==> src/rtl/bit_output_if.sv <==
// rtl/bit_output_if.sv - result-word load and nibble display signal bundle for bit_output
interface bit_output_if;
  logic [63:0] values_in;
  logic        load;
  logic        nextButton;
  logic [6:0]  seg;
  logic [3:0]  nibble;
  logic [4:0]  nShown;
  logic        done;

  modport master (
    output values_in, load, nextButton,
    input  seg, nibble, nShown, done
  );

  modport slave (
    input  values_in, load, nextButton,
    output seg, nibble, nShown, done
  );
endinterface

==> src/rtl/bit_output.sv <==
// rtl/bit_output.sv - steps a 64-bit result onto a seven-segment digit one nibble per press (optional AUTO_ADVANCE_EN)
module bit_output #(
  parameter int AUTO_PERIOD = 50000000
) (
  input logic        clk,
  input logic        rst,
  bit_output_if.slave bus
);

  typedef enum logic [1:0] {IDLE, SHOW, DONE} state_t;

  localparam logic [6:0] BLANK = 7'b1111111;

  state_t      state, state_next;
  logic [63:0] shift, shift_next;
  logic [4:0]  shown, shown_next;
  logic        done_r, done_next;
  logic [6:0]  seg_r, seg_next;
  logic [3:0]  nibble_r, nibble_next;

  logic sync1, btn_s;
  logic pressed;
  logic press;
  logic auto_fire;
  logic advance;

  function automatic logic [6:0] decode(input logic [3:0] n);
    case (n)
      4'h0: decode = 7'b1000000;
      4'h1: decode = 7'b1111001;
      4'h2: decode = 7'b0100100;
      4'h3: decode = 7'b0110000;
      4'h4: decode = 7'b0011001;
      4'h5: decode = 7'b0010010;
      4'h6: decode = 7'b0000010;
      4'h7: decode = 7'b1111000;
      4'h8: decode = 7'b0000000;
      4'h9: decode = 7'b0010000;
      4'hA: decode = 7'b0001000;
      4'hB: decode = 7'b0000011;
      4'hC: decode = 7'b1000110;
      4'hD: decode = 7'b0100001;
      4'hE: decode = 7'b0000110;
      default: decode = 7'b0001110;
    endcase
  endfunction

  // Two-flop synchronizer for the raw pushbutton; idles high (released).
  always_ff @(posedge clk or negedge rst) begin
    if (!rst) begin
      sync1 <= 1'b1;
      btn_s <= 1'b1;
    end else begin
      sync1 <= bus.nextButton;
      btn_s <= sync1;
    end
  end

  assign press = !btn_s && !pressed;

  // Pressed flag: one press per low period; load re-arms it so a held button must be released first.
  always_ff @(posedge clk or negedge rst) begin
    if (!rst) begin
      pressed <= 1'b1;
    end else if (bus.load) begin
      pressed <= 1'b1;
    end else if (btn_s) begin
      pressed <= 1'b0;
    end else if (press) begin
      pressed <= 1'b1;
    end
  end

`ifdef AUTO_ADVANCE_EN
  localparam int CW = (AUTO_PERIOD > 1) ? $clog2(AUTO_PERIOD) : 1;
  logic [CW-1:0] auto_cnt;

  assign auto_fire = (state == SHOW) && (auto_cnt == CW'(AUTO_PERIOD - 1));

  // Auto-advance timer: runs only while showing, restarts on every advance and on load.
  always_ff @(posedge clk or negedge rst) begin
    if (!rst) begin
      auto_cnt <= '0;
    end else if (bus.load || state != SHOW || advance) begin
      auto_cnt <= '0;
    end else begin
      auto_cnt <= auto_cnt + 1'b1;
    end
  end
`else
  // No timer in this build; the parameter stays referenced but has no effect.
  assign auto_fire = 1'b0 & (AUTO_PERIOD != 0);
`endif

  // A button press and a timer expiry in the same cycle merge into one advance.
  assign advance = (state == SHOW) && (press || auto_fire);

  // State and datapath registers.
  always_ff @(posedge clk or negedge rst) begin
    if (!rst) begin
      state    <= IDLE;
      shift    <= '0;
      shown    <= '0;
      done_r   <= 1'b0;
      seg_r    <= BLANK;
      nibble_r <= '0;
    end else begin
      state    <= state_next;
      shift    <= shift_next;
      shown    <= shown_next;
      done_r   <= done_next;
      seg_r    <= seg_next;
      nibble_r <= nibble_next;
    end
  end

  // Next-state logic: load wins over any advance in the same cycle.
  always_comb begin
    state_next = state;
    shift_next = shift;
    shown_next = shown;
    done_next  = done_r;
    if (bus.load) begin
      state_next = SHOW;
      shift_next = bus.values_in;
      shown_next = 5'd1;
      done_next  = 1'b0;
    end else begin
      case (state)
        SHOW: begin
          if (advance) begin
            if (shown == 5'd16) begin
              state_next = DONE;
              done_next  = 1'b1;
            end else begin
              shift_next = {shift[59:0], 4'h0};
              shown_next = shown + 5'd1;
            end
          end
        end
        default: begin
        end
      endcase
    end
  end

  // Display values computed from the upcoming state so seg and nibble are registered yet current.
  always_comb begin
    seg_next    = BLANK;
    nibble_next = 4'h0;
    if (state_next == SHOW) begin
      nibble_next = shift_next[63:60];
      seg_next    = decode(shift_next[63:60]);
    end
  end

  assign bus.seg    = seg_r;
  assign bus.nibble = nibble_r;
  assign bus.nShown = shown;
  assign bus.done   = done_r;

endmodule
==> src/flat_wrapper.sv <==
// flat-port wrapper written by rule: the top's interface ports become plain ports
module bit_output_flat 
#(
  parameter int AUTO_PERIOD = 50000000
)
  (clk, rst, bus_values_in, bus_load, bus_nextButton, bus_seg, bus_nibble, bus_nShown, bus_done);
  bit_output_if bus_i ();
  input logic clk;
  input logic rst;
  input wire logic [$bits(bus_i.values_in)-1:0] bus_values_in;
  input wire logic [$bits(bus_i.load)-1:0] bus_load;
  input wire logic [$bits(bus_i.nextButton)-1:0] bus_nextButton;
  output wire logic [$bits(bus_i.seg)-1:0] bus_seg;
  output wire logic [$bits(bus_i.nibble)-1:0] bus_nibble;
  output wire logic [$bits(bus_i.nShown)-1:0] bus_nShown;
  output wire logic [$bits(bus_i.done)-1:0] bus_done;
  assign bus_i.values_in = bus_values_in;
  assign bus_i.load = bus_load;
  assign bus_i.nextButton = bus_nextButton;
  assign bus_seg = bus_i.seg;
  assign bus_nibble = bus_i.nibble;
  assign bus_nShown = bus_i.nShown;
  assign bus_done = bus_i.done;
  bit_output #(.AUTO_PERIOD(AUTO_PERIOD)) u_core (.clk(clk), .rst(rst), .bus(bus_i));
endmodule
==> config.mk <==
export PLATFORM = sky130hd
export DESIGN_NAME = bit_output_flat
export DESIGN_NICKNAME = d
export VERILOG_FILES = /design/src/rtl/bit_output_if.sv /design/src/rtl/bit_output.sv /design/src/flat_wrapper.sv
export SDC_FILE = /design/constraint.sdc
export NUM_CORES = 1
export LEC_CHECK = 0
export BUFFER_PORTS_ARGS = -buffer_cell sky130_fd_sc_hd__buf_2
export CORE_ASPECT_RATIO = 1.1
export CORE_UTILIZATION = 54
export CTS_CLUSTER_SIZE = 28
export DETAILED_ROUTE_END_ITERATION = 10
export GPL_ROUTABILITY_DRIVEN = 0
export PLACE_DENSITY = 0.8
export RECOVER_POWER = 50
export SLEW_MARGIN = 20
export SYNTH_ARGS = -nofsm -noshare
export SYNTH_HDL_FRONTEND = slang
export SYNTH_SLANG_ARGS = --single-unit
export TNS_END_PERCENT = 50
==> constraint.sdc <==
create_clock -name clk -period 3.1 [get_ports clk]
set_input_delay 0.31 -clock clk [delete_from_list [all_inputs] [get_ports clk]]
set_output_delay 0.31 -clock clk [all_outputs]
set_load 0.02 [all_outputs]
==> flow_summary.json, run 1 <==
{
  "finalPower_mw": 2.58,
  "grt_remaining_overflow": 0,
  "routed_wl_mm": 7.73,
  "die-area_um2": 7660,
  "crit_chain": "nor4b_2, nand2_1, mux2i_1, o21a_1, inv_1, ha_1, a2111oi_0, a31oi_1",
  "critPathKind": "reg -> reg",
  "route.detailed.drc": 0,
  "worst_pin_slew_ps": 2030,
  "hold_ws_ps": 72.3,
  "core_area_um2": 7050,
  "setup-tns-final_ps": 0,
  "status": "finished with violations",
  "final_util": 0.661,
  "powerDensity_nw_per_um2": 553,
  "cts_setup_buffers": 0,
  "crit_family": "compound AO/OA/AOI/OAI gates",
  "cts_buffers": 9,
  "min_path_type": "in -> reg",
  "post_cts_resized": 0,
  "clockBufferDepth": 2,
  "setup_viol": 0,
  "synth_nets": 450,
  "synth_top_area_frac": 0.481,
  "synth_edf_count": 0,
  "wl_per_cell_um": 14.3,
  "dp_hpwl_mm": 5.28,
  "async_flop_share": 1.00,
  "ant_nets": 0,
  "synth_top_area_cell": "dfrtp_1",
  "area_delta_synth_final_pct": 18.0,
  "grt_pass1_vias": 2885,
  "drv_cap": 1,
  "rsz0062_at_grt": "no",
  "final-instance-count-excl-fill": 541,
  "ys_seq_elements": 86,
  "ioPinCount": 85,
  "relSlewSlack": -0.356,
  "die_w_um": 83.6,
  "vias_per_cell": 5.32,
  "min_period_ps": 2720,
  "ys_warn_count": 0,
  "synth_area_leaders": "dfrtp_1 48%, mux2i_1 15%, o21ai_0 8.1%, nand2_1 7.3%, dfstp_2 6.6%",
  "slowest_stage": "nor4b_2",
  "diodes": 0,
  "slew_viol_final": 87,
  "cts.clk_slew.worst_paths_ps": 80,
  "critPathBufInv": 1,
  "start_util": 0.561,
  "syn_area_um2": 3950,
  "cts_sinks": 86,
  "synth_cell_types": 37,
  "antenna_found_initial": 0,
  "crit_fanout": 7,
  "clk_latency_ps": 340,
  "max_freq_mhz": 368,
  "irDropWorstVdd_uv": 322,
  "finalCritPeriodShare": 0.877,
  "slowest_delay_ps": 580,
  "drt_iter0_drc": 120,
  "dp.cells": 525,
  "drive_above_1_share": 0.248,
  "arrival_ps": 2960,
  "violations": "capacitance limit, slew limit",
  "r2r_cells": 8,
  "end_kind": "flip-flop",
  "hold_viol": 0,
  "rows": 32,
  "grt_max_degree": 89,
  "postSynthCellCount": 373,
  "cts_root_buf": "clkbuf_8",
  "ys_seq_area_frac": 0.548,
  "grt_use_total": 0.216,
  "start_kind": "flip-flop",
  "drt-pass1-iter-count": 4,
  "cts_hold_buf": 0,
  "cp.depth": 8,
  "p_leak_nw": 2.19,
  "nNetsFinal": 528,
  "skew_ps": 9.94,
  "cts_tree": "done",
  "synth_area_per_cell_um2": 10.6,
  "io_buffers": 84,
  "synth_flop_cell": "dfrtp_1",
  "min_path_cells": 1,
  "htreeDepth": 3,
  "required_ps": 3340,
  "vias": 2877,
  "grt_pass1_wl_mm": 13.2,
  "final_cell_mix": "77 x nand2_1, 77 x buf_2, 76 x dfrtp_1",
  "fp.dieH_um": 91.7
}
## final cells by class
class | instances | area (um^2)
clock inverter | 4 | 95.1
timing repair buffer | 88 | 447
sequential | 86 | 2160
multi-input combinational | 259 | 1680
tap | 85 | 106
fill | 596 | 2390
inverter | 7 | 26.3
clock buffer | 12 | 145
## path summary, 6_finish.rpt
path	start	end	slack [ps]
max	u_core.pressed$_DFFE_PN1P_	u_core.bus.seg[3]$_DFF_PN1_	380
min in group asynchronous	rst	u_core.shift[56]$_DFFE_PN0P_	560
max reg2reg	u_core.pressed$_DFFE_PN1P_	u_core.bus.seg[3]$_DFF_PN1_	380
min	bus_nextButton	u_core.sync1$_DFF_PN1_	70
min reg2reg	u_core.sync1$_DFF_PN1_	u_core.btn_s$_DFF_PN1_	380
max in group asynchronous	rst	u_core.shift[62]$_DFF_PN0_	1360
## worst reg2reg max path: stages, from the launching register on
cell	delay (ps)
dfstp_2	380
nor4b_2	580
nand2_1	210
mux2i_1	240
o21a_1	290
inv_1	150
ha_1	250
a2111oi_0	450
a31oi_1	80
## kinds of logic after synthesis
group | Yosys count | share of synthesized area
simple gates | 103 | 0.114
flops | 86 | 0.548
compound gates | 83 | 0.119
mux | 60 | 0.152
buf+inv | 28 | 0.0291
fa+ha+maj | 9 | 0.0285
xor+xnor | 4 | 0.00887
## cells in the mapped netlist, types with 2 or more instances
master,instances
dfstp_2,10
nand2_1,77
nor2_1,11
dfrtp_1,76
a31oi_1,2
o221ai_1,5
inv_1,5
o21ai_0,64
nand4_1,3
mux2i_1,60
clkbuf_1,15
buf_2,5
xor2_1,3
ha_1,9
a21oi_1,6
## per-stage QoR
step,cell area [um^2],setup slack (ps)
final,4660,381
after global routing,4660,184
after CTS,4670,437
after detailed placement,4430,488
after global placement,4430,700
after floorplan,3950,689
## sequential cells by signal (all words and copies together) (netlist names)
name and count:
u_core.shift 64, u_core.bus.seg 7, u_core.bus.nShown 5, u_core.bus.nibble 4
u_core.state 2, u_core.btn_s 1, u_core.bus.done 1, u_core.pressed 1
u_core.sync1 1
## metal layers
metal | track usage | share of wire | up-vias
met5 | 0 | 0 | -
li1 | - | - | 1442
met4 | 0.0777 | 0.014 | 0
met1 | 0.287 | 0.45 | 1355
met2 | 0.343 | 0.49 | 72
met3 | 0.0585 | 0.047 | 8
## power by group
group | switching, mW | leakage, nW | internal [mW]
clock | 0.366 | 0.121 | 0.557
sequential | 0.0559 | 1.03 | 1.24
combinational | 0.207 | 1.04 | 0.149
total | 0.629 | 2.19 | 1.95
(Power assumes the default switching activity.)
==> run 2, diff against run 1 <==
--- a/config.mk
+++ b/config.mk
@@ -7,11 +7,11 @@
 export LEC_CHECK = 0
 export BUFFER_PORTS_ARGS = -buffer_cell sky130_fd_sc_hd__buf_2
 export CORE_ASPECT_RATIO = 1.1
-export CORE_UTILIZATION = 54
+export CORE_UTILIZATION = 40
 export CTS_CLUSTER_SIZE = 28
 export DETAILED_ROUTE_END_ITERATION = 10
 export GPL_ROUTABILITY_DRIVEN = 0
-export PLACE_DENSITY = 0.8
+export PLACE_DENSITY = 0.63
 export RECOVER_POWER = 50
 export SLEW_MARGIN = 20
 export SYNTH_ARGS = -nofsm -noshare
==> flow_summary.json, run 2 (same netlist as run 1, synthesis figures left out) <==
{
  "min_path_cells": 1,
  "max_freq_mhz": 403,
  "drt_iter0_drc": 86,
  "clk_latency_ps": 350,
  "vias": 2915,
  "worst_pin_slew_ps": 2080,
  "cp-startpoint": "u_core.pressed$_DFFE_PN1P_",
  "cts.clk_slew.worst_paths_ps": 80,
  "cts_hold_buf": 0,
  "relSlewSlack": -0.390,
  "htreeDepth": 3,
  "core_area_um2": 9490,
  "slew_viol_final": 87,
  "cts_sinks": 86,
  "min_period_ps": 2480,
  "violations": "capacitance limit, slew limit",
  "grt_pass1_wl_mm": 14.1,
  "drive_above_1_share": 0.245,
  "hp-start": "bus_nextButton",
  "post_cts_resized": 0,
  "critPathKind": "reg -> reg",
  "final_util": 0.497,
  "io_buffers": 84,
  "antenna_found_initial": 0,
  "rsz0062_at_grt": "no",
  "grt_max_degree": 87,
  "hold_ws_ps": 69.0,
  "area_delta_synth_final_pct": 19.4,
  "irDropWorstVdd_uv": 318,
  "setup-tns-final_ps": 0,
  "arrival_ps": 2740,
  "start_util": 0.416,
  "ioPinCount": 85,
  "place_ws_ps": 675,
  "crit_fanout": 7,
  "clockBufferDepth": 2,
  "grt_use_total": 0.172,
  "largest_reg_flops": 64,
  "setup_slack_ps": 618,
  "nNetsFinal": 530,
  "route.detailed.drc": 0,
  "reg2reg_from": "u_core.pressed$_DFFE_PN1P_",
  "cts_root_buf": "clkbuf_8",
  "die_w_um": 96.8,
  "drt-pass1-iter-count": 4,
  "min_path_type": "in -> reg",
  "slowest_stage": "or4b_4",
  "vias_per_cell": 5.07,
  "powerDensity_nw_per_um2": 546,
  "diodes": 0,
  "top_register": "u_core.shift",
  "rows": 37,
  "cts_setup_buffers": 0,
  "final-instance-count-excl-fill": 575,
  "drv_cap": 1,
  "setup_viol": 0,
  "routed_wl_mm": 8.31,
  "cts_buffers": 9,
  "fin_area_um2": 4720,
  "cts_tree": "done",
  "status": "finished with violations",
  "grt_remaining_overflow": 0,
  "dp.cells": 559,
  "slowest_delay_ps": 570,
  "finalPower_mw": 2.58,
  "r2r_cells": 7,
  "fp.dieH_um": 106,
  "final_cell_mix": "77 x nand2_1, 77 x buf_2, 76 x dfrtp_1",
  "crit_chain": "or4b_4, o211ai_1, and3_1, inv_1, ha_1, a2111oi_0, a31oi_1",
  "die-area_um2": 10300,
  "finalCritPeriodShare": 0.801,
  "place_area_um2": 4500,
  "hold_viol": 0,
  "end_kind": "flip-flop",
  "required_ps": 3360,
  "grt_pass1_vias": 2918,
  "start_kind": "flip-flop",
  "dp_hpwl_mm": 5.69,
  "wl_per_cell_um": 14.5,
  "skew_ps": 6.47,
  "p_leak_nw": 2.20,
  "ant_nets": 0
}
==> run 2: cell type report <==
| cell class | count | area, um^2 |
|---|---|---|
| inverter | 7 | 26.3 |
| clock inverter | 4 | 95.1 |
| multi-input combinational | 259 | 1680 |
| tap | 117 | 146 |
| sequential | 86 | 2160 |
| fill | 900 | 4770 |
| timing repair buffer | 90 | 474 |
| clock buffer | 12 | 135 |
==> run 2: where the power goes <==
part | internal, mW | switching (mW)
combinational | 0.151 | 0.209
clock | 0.536 | 0.385
sequential | 1.24 | 0.0571
==> run 2: critical path, delay by kind of cell, from the launching register on <==
family | cells | cell delay (ps)
fa+ha+maj | 1 | 270
compound gates | 3 | 660
flops | 1 | 380
simple gates | 2 | 910
buf+inv | 1 | 180
==> run 2: path summary, 6_finish.rpt <==
kind	end	slack (ps)
worst min-delay path	u_core.sync1$_DFF_PN1_	70
worst max-delay path	u_core.bus.seg[3]$_DFF_PN1_	620
min in group asynchronous	u_core.bus.nShown[2]$_DFFE_PN0P_	540
max in group asynchronous	u_core.shift[2]$_DFFE_PN0P_	1320
worst max register to register	u_core.bus.seg[3]$_DFF_PN1_	620
worst min register to register	u_core.btn_s$_DFF_PN1_	400
==> run 2: layer usage <==
metal,vias up,wire [um],GRT usage
met5,-,0,0
met4,0,124,0.0714
met3,10,391,0.0408
met2,93,3960,0.268
met1,1360,3840,0.232
li1,1452,-,-
